`src/rtl/router_pkg.sv`:
```
// rtl/router_pkg.sv - shared constants and entry type for the router packet FIFO
package router_pkg;
  localparam int DATA_W_DEF  = 8;
  localparam int DEPTH_DEF   = 16;
  localparam int HDR_LEN_LSB = 2;

  typedef struct packed {
    logic                  sop;
    logic [DATA_W_DEF-1:0] data;
  } fifo_entry_t;
endpackage

```
`src/rtl/router_fifo_mem.sv`:
```
// rtl/router_fifo_mem.sv - DEPTH x (DATA_W+1) storage, synchronous write, asynchronous read
module router_fifo_mem #(
  parameter int DATA_W = 8,
  parameter int DEPTH  = 16
) (
  input  logic                     clk,
  input  logic                     we,
  input  logic [$clog2(DEPTH)-1:0] wr_addr,
  input  logic [DATA_W:0]          wr_data,
  input  logic [$clog2(DEPTH)-1:0] rd_addr,
  output logic [DATA_W:0]          rd_data
);
  logic [DATA_W:0] mem [DEPTH];

  // Contents are never reset; pointers alone define what is valid.
  always_ff @(posedge clk) begin
    if (we) mem[wr_addr] <= wr_data;
  end

  assign rd_data = mem[rd_addr];
endmodule

```
`src/rtl/router_pkt_fifo.sv`:
```
// rtl/router_pkt_fifo.sv - packet-aware router output FIFO with SOP tags and last-byte tracking
// Define ROUTER_FIFO_ERR_EN to build the sticky overflow/underflow flag on err.
module router_pkt_fifo
  import router_pkg::*;
#(
  parameter int DATA_W   = DATA_W_DEF,
  parameter int DEPTH    = DEPTH_DEF,
  parameter int AFULL_TH = DEPTH - 2
) (
  input  logic                   clk,
  input  logic                   rstn,
  input  logic                   soft_rst,
  input  logic                   we,
  input  logic                   lfd_state,
  input  logic [DATA_W-1:0]      din,
  input  logic                   re,
  output logic [DATA_W-1:0]      dout,
  output logic                   sop_out,
  output logic                   pkt_last,
  output logic                   full,
  output logic                   empty,
  output logic                   almost_full,
  output logic [$clog2(DEPTH):0] count,
  output logic                   err
);
  localparam int ADDR_W = $clog2(DEPTH);
  localparam int PTR_W  = ADDR_W + 1;
  localparam int REM_W  = DATA_W - 1;
  localparam logic [PTR_W-1:0] PTR_ONE = PTR_W'(1);
  localparam logic [PTR_W-1:0] AFULL_V = PTR_W'(AFULL_TH);
  localparam logic [REM_W-1:0] REM_ONE = REM_W'(1);

  logic [PTR_W-1:0]  wr_pt, rd_pt;
  logic              lfd_q;
  logic [REM_W-1:0]  rem;
  logic              wr_en, rd_en;
  logic [DATA_W:0]   rd_entry;
  logic              rd_sop;
  logic [DATA_W-1:0] rd_data;

  assign empty       = (wr_pt == rd_pt);
  assign full        = (wr_pt[ADDR_W] != rd_pt[ADDR_W]) &&
                       (wr_pt[ADDR_W-1:0] == rd_pt[ADDR_W-1:0]);
  assign count       = wr_pt - rd_pt;
  assign almost_full = (count >= AFULL_V);
  assign wr_en       = we && !full;
  assign rd_en       = re && !empty;
  assign {rd_sop, rd_data} = rd_entry;

  router_fifo_mem #(
    .DATA_W (DATA_W),
    .DEPTH  (DEPTH)
  ) u_mem (
    .clk     (clk),
    .we      (wr_en),
    .wr_addr (wr_pt[ADDR_W-1:0]),
    .wr_data ({lfd_q, din}),
    .rd_addr (rd_pt[ADDR_W-1:0]),
    .rd_data (rd_entry)
  );

  // The header length counts payload bytes; +1 covers the trailing parity byte.
  always_ff @(posedge clk) begin
    if (!rstn || soft_rst) begin
      wr_pt    <= '0;
      rd_pt    <= '0;
      lfd_q    <= 1'b0;
      rem      <= '0;
      dout     <= '0;
      sop_out  <= 1'b0;
      pkt_last <= 1'b0;
    end else begin
      lfd_q <= lfd_state;
      if (wr_en) wr_pt <= wr_pt + PTR_ONE;
      if (rd_en) begin
        rd_pt    <= rd_pt + PTR_ONE;
        dout     <= rd_data;
        sop_out  <= rd_sop;
        pkt_last <= !rd_sop && (rem == REM_ONE);
        if (rd_sop)
          rem <= {1'b0, rd_data[DATA_W-1:HDR_LEN_LSB]} + REM_ONE;
        else if (rem != '0)
          rem <= rem - REM_ONE;
      end
    end
  end

`ifdef ROUTER_FIFO_ERR_EN
  logic err_q;

  always_ff @(posedge clk) begin
    if (!rstn)
      err_q <= 1'b0;
    else if (!soft_rst && ((we && full) || (re && empty)))
      err_q <= 1'b1;
  end

  assign err = err_q;
`else
  assign err = 1'b0;
`endif
endmodule

```
`config.mk`:
```
export PLATFORM = sky130hd
export DESIGN_NAME = router_pkt_fifo
export DESIGN_NICKNAME = d
export VERILOG_FILES = /design/src/rtl/router_pkg.sv /design/src/rtl/router_fifo_mem.sv /design/src/rtl/router_pkt_fifo.sv
export SDC_FILE = /design/constraint.sdc
export NUM_CORES = 1
export LEC_CHECK = 0
export ABC_CLOCK_PERIOD_IN_PS = 2800
export CORE_MARGIN = 4
export CORE_UTILIZATION = 35
export CTS_CLUSTER_DIAMETER = 40
export CTS_CLUSTER_SIZE = 25
export DETAILED_ROUTE_END_ITERATION = 7
export PLACE_DENSITY_LB_ADDON = 0.15
export SLEW_MARGIN = 15
export SYNTH_ARGS = -nofsm -noshare
export SYNTH_HDL_FRONTEND = slang
export SYNTH_HIERARCHICAL = 1
export SYNTH_SLANG_ARGS = --single-unit
export TNS_END_PERCENT = 20
```
`constraint.sdc`:
```
create_clock -name clk -period 2.8 [get_ports clk]
set_input_delay 0.7 -clock clk [delete_from_list [all_inputs] [get_ports clk]]
set_output_delay 0.7 -clock clk [all_outputs]
set_load 0.005 [all_outputs]
```
* Yosys cells after proc, flatten, opt, wreduce, memory -nomap -nowiden *
Memory sizes are Yosys's and may differ from the RTL's. A register that Yosys moved wholly into a read port is not among the register bits.
Index checks and enable logic that the tools add are counted.

storage, ports and cells
  register bits after elaboration = 28
  word-level logic and storage cells = 36
  memory bits (writable) = 144
  latch bits = 0
  input port bits = 14
  bits in read-only memories = 0
  memories kept = 1

operators by class
  bitwise gates (word level) = 0
  order comparisons = 1
  equality and inequality tests = 4
  add/sub/neg operators = 5
  reductions and logical operators = 12
  multiply operators = 0
  div/mod/pow operators = 0
  shifts and indexed selects = 0
  muxes and demuxes = 6

memory list
  memory     words  width  read ports  clocked after memory_dff  write ports  line                   source
  u_mem.mem  16     9      1           1                         1            router_fifo_mem.sv:13  logic [DATA_W:0] mem [DEPTH];

operators with widths
  cell                 count
  $mux 7               2
  $add 5x1->5 const B  2
  $mux 4               2
  $add 6x1->7 const B  1
  $eq 7x1->1 const B   1
  $reduce_bool 7->1    1
  $sub 7x1->7 const B  1
  $eq 5x5->1           1
  $ge 5x4->1 const B   1
  $sub 5x5->5          1
  $eq 4x4->1           1
  $logic_and 1x1->1    4
  $logic_not 1->1      4
  $mux 1               2
  $reduce_and 2->1     1
  $reduce_bool 2->1    1
  $logic_or 1x1->1     1
  $ne 1x1->1           1

* Depth between registers and ports, before layout *
Gate-level depths: netlist of the first run.

  word-level depth = 6
  depth in mapped cells = 10
  depth with buffers taken out = 8

* Modules after synthesis *
Netlist of the first run, hierarchy kept.

modules (own cells, without submodules)
  module           times used  cells each  sequential area each (µm²)  area an instance (µm²)
  router_fifo_mem  1           245         4,324.1                     5,600.4
  router_pkt_fifo  1           200         560.5                       1,635.3

* Worst setup path before layout of the first run *
No wires, ideal clock.

  kind = register to register
  start = register wr_pt[0]
  end = memory u_mem/mem[0][0] in the netlist's numbering (enable)
  path slack = -98 ps
  library setup time = 387 ps
  required time = 2,413 ps
  period minus slack after synthesis = 2,898 ps
  cell stages (with the launch flop) = 8
  data arrival time = 2,511 ps
  path through = dfxtp_1 -> inv_1 -> ha_1 -> nand4_2 -> o21ai_0 -> inv_1 -> or3b_2 -> nor3_1

on the way
  cells in the longest elaborated chain, start to end = 6

RTL lines
  item                          line                   source
  start: declaration            router_pkt_fifo.sv:33  logic [PTR_W-1:0] wr_pt, rd_pt;
  start signal: assignment      router_pkt_fifo.sv:74  if (wr_en) wr_pt <= wr_pt + PTR_ONE;
  $eq 4x4->1                    router_pkt_fifo.sv:43  (wr_pt[ADDR_W-1:0] == rd_pt[ADDR_W-1:0]);
  $logic_and 1x1->1             router_pkt_fifo.sv:42  assign full = (wr_pt[ADDR_W] != rd_pt[ADDR_W]) &&
  $logic_not 1->1               router_pkt_fifo.sv:46  assign wr_en = we && !full;
  $logic_and 1x1->1             router_pkt_fifo.sv:46
  net wr_en                     router_pkt_fifo.sv:36  logic wr_en, rd_en;
  $mux 1                        router_fifo_mem.sv:17  if (we) mem[wr_addr] <= wr_data;
  $mux 1 (implied by the code)  router_fifo_mem.sv:17
  end: declaration              router_fifo_mem.sv:13

The timed path passes the listed nets, and every way through them passes these cells.

* Worst setup path in the final report of the first run *
  start = register wr_pt[0]
  end = output almost_full

on the way
  cells in the longest elaborated chain, start to end = 2

RTL lines
  item              line                   source
  $sub 5x5->5       router_pkt_fifo.sv:44  assign count = wr_pt - rd_pt;
  $ge 5x4->1        router_pkt_fifo.sv:45  assign almost_full = (count >= AFULL_V);
  end: declaration  router_pkt_fifo.sv:22  output logic almost_full,

No other way between the ends.

==> impl_metrics.json, run 1 <==
{
  "end_kind": "output port",
  "fill_cells": 1860,
  "mostFrequentLayoutCells": "edfxtp_1, buf_4, nand2_1",
  "drt_iter0_drc": 220,
  "path_clk_slew_ns": 0.07,
  "cp_slowest_stage_delay_ns": 0.33,
  "fp-row-count": 52,
  "clock-sinks": 172,
  "hold_end": "pkt_last",
  "ys_ff_latch": 172,
  "drt_wl_total_microns": 15250,
  "layout_commonest_cell": "edfxtp_1",
  "status": "completed",
  "path_common_cell": "inv_2",
  "power_density_nw_per_um2": 604.0,
  "synth_edf_count": 144,
  "critical-path-slowest-cell": "fa_2",
  "drv_slew": 0,
  "finalNonFillerCells": 808,
  "min_period_ns": 2.797,
  "drc_errors": 0,
  "r2r-end": "rem[5]",
  "syn_area_sq_um": 7236,
  "routedWlPerCell_microns": 18.88,
  "cts_htree_levels": 4,
  "hold_class": "reg -> reg",
  "fin_util": 0.4323,
  "critPathTopFamily": "adder cells",
  "stdcell_area_sq_um": 8775,
  "overflow": 0,
  "ant_nets": 0,
  "grt_start_max_net_pins": 40,
  "via_per_inst": 5.002,
  "die_w_microns": 151.8,
  "ys_seq_area_frac": 0.6751,
  "vias": 4042,
  "drtPass1Iterations": 6,
  "hold_violations": 0,
  "ys_warn_count": 6,
  "max_freq_ghz": 0.3575,
  "cts_tree": "done",
  "grt_pass1_vias": 4039,
  "cts-root-buf": "clkbuf_16",
  "hold_depth": 2,
  "cp.arrival_ns": 2.10,
  "syn_area_per_cell_sq_um": 16.26,
  "num_antenna_cells": 0,
  "worst-r2r-cell-count": 9,
  "reg2reg_from": "rd_pt[0]",
  "worst_pin_slew_ns": 0.6162,
  "placed_cells": 774,
  "hpwl_microns": 9907,
  "synthFlopType": "edfxtp_1",
  "grt_usage": 0.1433,
  "synth-async-reset-ratio": 0,
  "rsz0062_at_grt": "yes",
  "die_y_microns": 151.8,
  "hold_slack_ns": 0.4532,
  "fin_crit_sh": 0.9989,
  "rrSetupSlack_ns": 0.18,
  "crit_fanout": 2,
  "place_area_sq_um": 8133,
  "setup_violations": 0,
  "ios": 33,
  "power_w": 0.005300,
  "gp_congestion": 0.7486,
  "startpoint_type": "register",
  "syn2layout_area_growth_pct": 21.27,
  "io_buffers": 31,
  "antenna_found_initial": 0,
  "coreArea_sq_um": 20300,
  "leakagePower_nw": 2.872,
  "fin_skew_ns": 0.008887,
  "slew-limit-headroom": 0.5879,
  "cp_num_buf_inv": 4,
  "syn_inst": 445,
  "clk_latency_ns": 0.42,
  "numCtsBuffers": 17,
  "clk_path_buf_depth": 2,
  "crit_type": "reg -> out",
  "cap_violations": 0,
  "crit_required_ns": 2.10,
  "num-nets-final": 552,
  "synth_fp_nets": 470,
  "peakVddDrop_mv": 0.3258,
  "ys_types": 53,
  "grt_pass1_wl_microns": 23760,
  "dieArea_sq_um": 23040,
  "drive_above_1_share": 0.2379,
  "initial_core_util": 0.3564,
  "hp-start": "pkt_last",
  "cp_cell_sequence": "inv_2 > ha_4 > inv_2 > fa_2 > a21o_1 > a21oi_2 > xnor2_1 > buf_4 > o31ai_2 > buf_2"
}
## layer usage
layer  global-route usage  wire, microns  up-vias  part of all wire
met5                    0              0        -                 0
met4              0.03369            100        0            0.0066
met3              0.03778            538        9             0.035
met2               0.2300           7499       69              0.49
met1               0.1966           7113     2056              0.47
li1                     -              -     1908                 -
## cells by family after synthesis
| kind of cell | after synthesis | share of synthesized area |
|---|---|---|
| muxes | 38 | 0.1226 |
| and+or+nand+nor | 111 | 0.07349 |
| other | 1 | 0.0005183 |
| AOI/OAI and AO/OA | 65 | 0.06139 |
| buffers and inverters | 32 | 0.02766 |
| xor gates and xnor gates | 15 | 0.01920 |
| adders and majority gates | 11 | 0.02006 |
| DFF | 172 | 0.6751 |
## flip-flops by register name (all words and copies together), names as in the netlist
register and flops:
u_mem/mem 144, dout 8, rem 7, rd_pt 5, wr_pt 5, lfd_q 1, pkt_last 1, sop_out 1
## tightest hold or removal path: cells and delay by family (launching register included)
kind	cells	cell delay, ns
simple gates	1	0.05
flops	1	0.31
compound gates	1	0.05
## final cells by class
type | instances | area (sq um) | area share
clock buffers | 18 | 429.2 | 0.04891
clock inverters | 12 | 127.6 | 0.01454
inverters | 12 | 45.04 | 0.005133
multi-input cells | 241 | 2203 | 0.2511
flip-flops and latches | 172 | 4895 | 0.5578
well taps | 270 | 337.8 | 0.03850
repair buffers | 83 | 737.0 | 0.08399
## Yosys cell counts, types with 3 or more instances
cell         n  area, sq um
edfxtp_1   144         4324
nand2_1     36        135.1
nor2_1      30        112.6
dfxtp_1     28        560.5
mux4_2      21        473.0
a21oi_1     19        95.09
a22oi_1     19        142.6
mux4_1      15        394.1
inv_1       12        45.04
ha_1        10        125.1
nand3_1     10        50.05
xnor2_1      8        70.07
nor3_1       6        30.03
o21ai_0      6        30.03
xor2_1       6        52.55
and2_1       5        31.28
buf_2        5        25.02
nor2b_1      5        31.28
o2111ai_1    5        43.79
o211ai_1     5        37.54
buf_6        4        45.04
clkbuf_1     4        15.01
nand2b_1     3        18.77
nor4_1       3        18.77
or3_1        3        18.77
## power breakdown
| part | internal (W) | switching, W | leakage, nW | total [W] |
|---|---|---|---|---|
| Sequential | 0.00279 | 0.00000852 | 1.53 | 0.00279 |
| Combinational | 0.000118 | 0.000144 | 1.07 | 0.000261 |
| Clock | 0.00124 | 0.00100 | 0.265 | 0.00224 |
| Total | 0.00415 | 0.00115 | 2.87 | 0.00530 |
## metrics by stage
stage	setup WS [ns]	setup TNS (ns)
2_1_floorplan	0.1349	0
3_3_place_gp	0.05578	0
3_5_place_dp	0.02823	0
4_1_cts	-0.001146	-0.001146
5_1_grt	-0.1499	-0.2185
6_report	0.002961	0
## repair_timing
action	4_1_cts	5_1_grt
buffers inserted	3	1
pin swaps	5	5
endpoints found under the setup margin	6	10
hold buffers	0	0
gates resized for setup	21	10
## worst max-delay path by stage
stage	from	to	slack, ns	cells after the start
finish	wr_pt[0]	almost_full	0.003	10
global route	wr_pt[0]	almost_full	-0.15	10
CTS	wr_pt[0]	almost_full	-0.001	10
detailed placement	wr_pt[0]	almost_full	0.03	9
global placement	wr_pt[0]	almost_full	0.06	9
floorplan	wr_pt[0]	u_mem/mem[3][0]	0.13	7
Power figures use the tool's default switching activity.
==> run 2: changes to the inputs <==
SETUP_SLACK_MARGIN = 0.02   (was default)
TNS_END_PERCENT = default   (was 20)
==> impl_metrics.json, run 2 (synthesis gave the netlist of run 1 again) <==
{
  "multi_input_area_sq_um": 2218,
  "grt_start_max_net_pins": 40,
  "drc_errors": 0,
  "setup_violations": 0,
  "clk_path_buf_depth": 2,
  "cts-root-buf": "clkbuf_16",
  "coreArea_sq_um": 20300,
  "mostFrequentLayoutCells": "edfxtp_1, buf_4, nand2_1",
  "rsz0062_at_grt": "yes",
  "hpwl_microns": 9907,
  "reg_top3": "u_mem/mem x144, dout x8, rem x7",
  "power_w": 0.005300,
  "leakagePower_nw": 2.878,
  "hold_violations": 0,
  "numCtsBuffers": 17,
  "max_freq_ghz": 0.3576,
  "die_w_microns": 151.8,
  "antenna_found_initial": 0,
  "largest_reg_flops": 144,
  "num-nets-final": 553,
  "dieArea_sq_um": 23040,
  "top_register": "u_mem/mem",
  "grt_usage": 0.1433,
  "slew-limit-headroom": 0.5882,
  "ant_nets": 0,
  "via_per_inst": 5.004,
  "clk_latency_ns": 0.42,
  "vias": 4048,
  "syn2layout_area_growth_pct": 21.58,
  "crit_type": "reg -> out",
  "overflow": 0,
  "io_buffers": 31,
  "power_density_nw_per_um2": 602.5,
  "min_period_ns": 2.796,
  "cts-hold-fix-buffers": 0,
  "die_y_microns": 151.8,
  "cp.arrival_ns": 2.10,
  "cts_htree_levels": 4,
  "num_antenna_cells": 0,
  "cts_tree": "done",
  "grt_pass1_wl_microns": 23780,
  "clock-sinks": 172,
  "fin_skew_ns": 0.01004,
  "ios": 33,
  "fin_crit_sh": 0.9986,
  "drv_slew": 0,
  "initial_core_util": 0.3564,
  "path_clk_slew_ns": 0.07,
  "drt_wl_total_microns": 15290,
  "crit_required_ns": 2.10,
  "fill_cells": 1857,
  "placed_cells": 774,
  "drtPass1Iterations": 4,
  "routedWlPerCell_microns": 18.90,
  "peakVddDrop_mv": 0.3254,
  "finalNonFillerCells": 809,
  "cap_violations": 0,
  "fp-row-count": 52,
  "crit_fanout": 2,
  "worst_pin_slew_ns": 0.6177,
  "grt_pass1_vias": 4054,
  "status": "completed",
  "hold_class": "reg -> reg",
  "gp_congestion": 0.7486,
  "drt_iter0_drc": 217,
  "startpoint_type": "register",
  "regArea_sq_um": 4895,
  "layout_commonest_cell": "edfxtp_1",
  "end_kind": "output port",
  "drive_above_1_share": 0.2430
}
[run 2: final timing paths]
check / start / end / slack [ns] / depth (start not counted)
max: wr_pt[0] / almost_full / 0.004 / 10
min: pkt_last / pkt_last / 0.45 / 2
max reg2reg: rd_pt[0] / rem[5] / 0.18 / 9
min reg2reg: pkt_last / pkt_last / 0.45 / 2
[run 2: per-layer routing]
layer	track usage	vias up	wire, microns
met5	0	-	0
met4	0.03369	0	100
met2	0.2304	75	7510
met1	0.1964	2055	7083
met3	0.03778	9	592
li1	-	1909	-
[run 2: area by class of cell]
type | count | share of cell area
sequential | 172 | 0.5564
multi-input combinational | 241 | 0.2522
timing repair buffer | 84 | 0.08463
clock buffer | 18 | 0.04878
tap | 270 | 0.03840
clock inverter | 12 | 0.01451
inverter | 12 | 0.005120
[run 2: worst max-delay path, stage by stage, from the launching register on]
cell     delay, ns
dfxtp_2       0.32
inv_2         0.07
ha_4          0.13
inv_2         0.03
fa_2          0.33
a21o_1        0.19
a21oi_2       0.14
xnor2_1       0.14
buf_4         0.14
o31ai_2       0.04
buf_2         0.13
[run 2: report_power, final]
| part | internal [W] | leakage (nW) | total (W) | switching, W |
|---|---|---|---|---|
| Sequential | 0.00279 | 1.53 | 0.00279 | 0.00000860 |
| Clock | 0.00124 | 0.265 | 0.00224 | 0.00100 |
| Combinational | 0.000119 | 1.08 | 0.000263 | 0.000144 |
[run 2: per-stage QoR]
stage	worst slack, ns	hold slack [ns]	setup TNS, ns	util	cell area [sq um]
after global placement	0.05578	0.4459	0	0.4006	8133
after detailed placement	0.02823	0.4506	0	0.4006	8133
after CTS	0.0004254	0.4597	0	0.4304	8737
final	0.003910	0.4531	0	0.4334	8797
after global routing	-0.1504	0.4774	-0.2263	0.4334	8797
after floorplan	0.1349	0.4483	0	-	7241
[run 2: timing repair]
action | CTS | global route
setup buffers | 4 | 1
endpoints found under the hold margin | 0 | 0
setup endpoints to repair | 6 | 11
pin swaps | 5 | 6
resized for setup | 23 | 11
cloned | 0 | 0
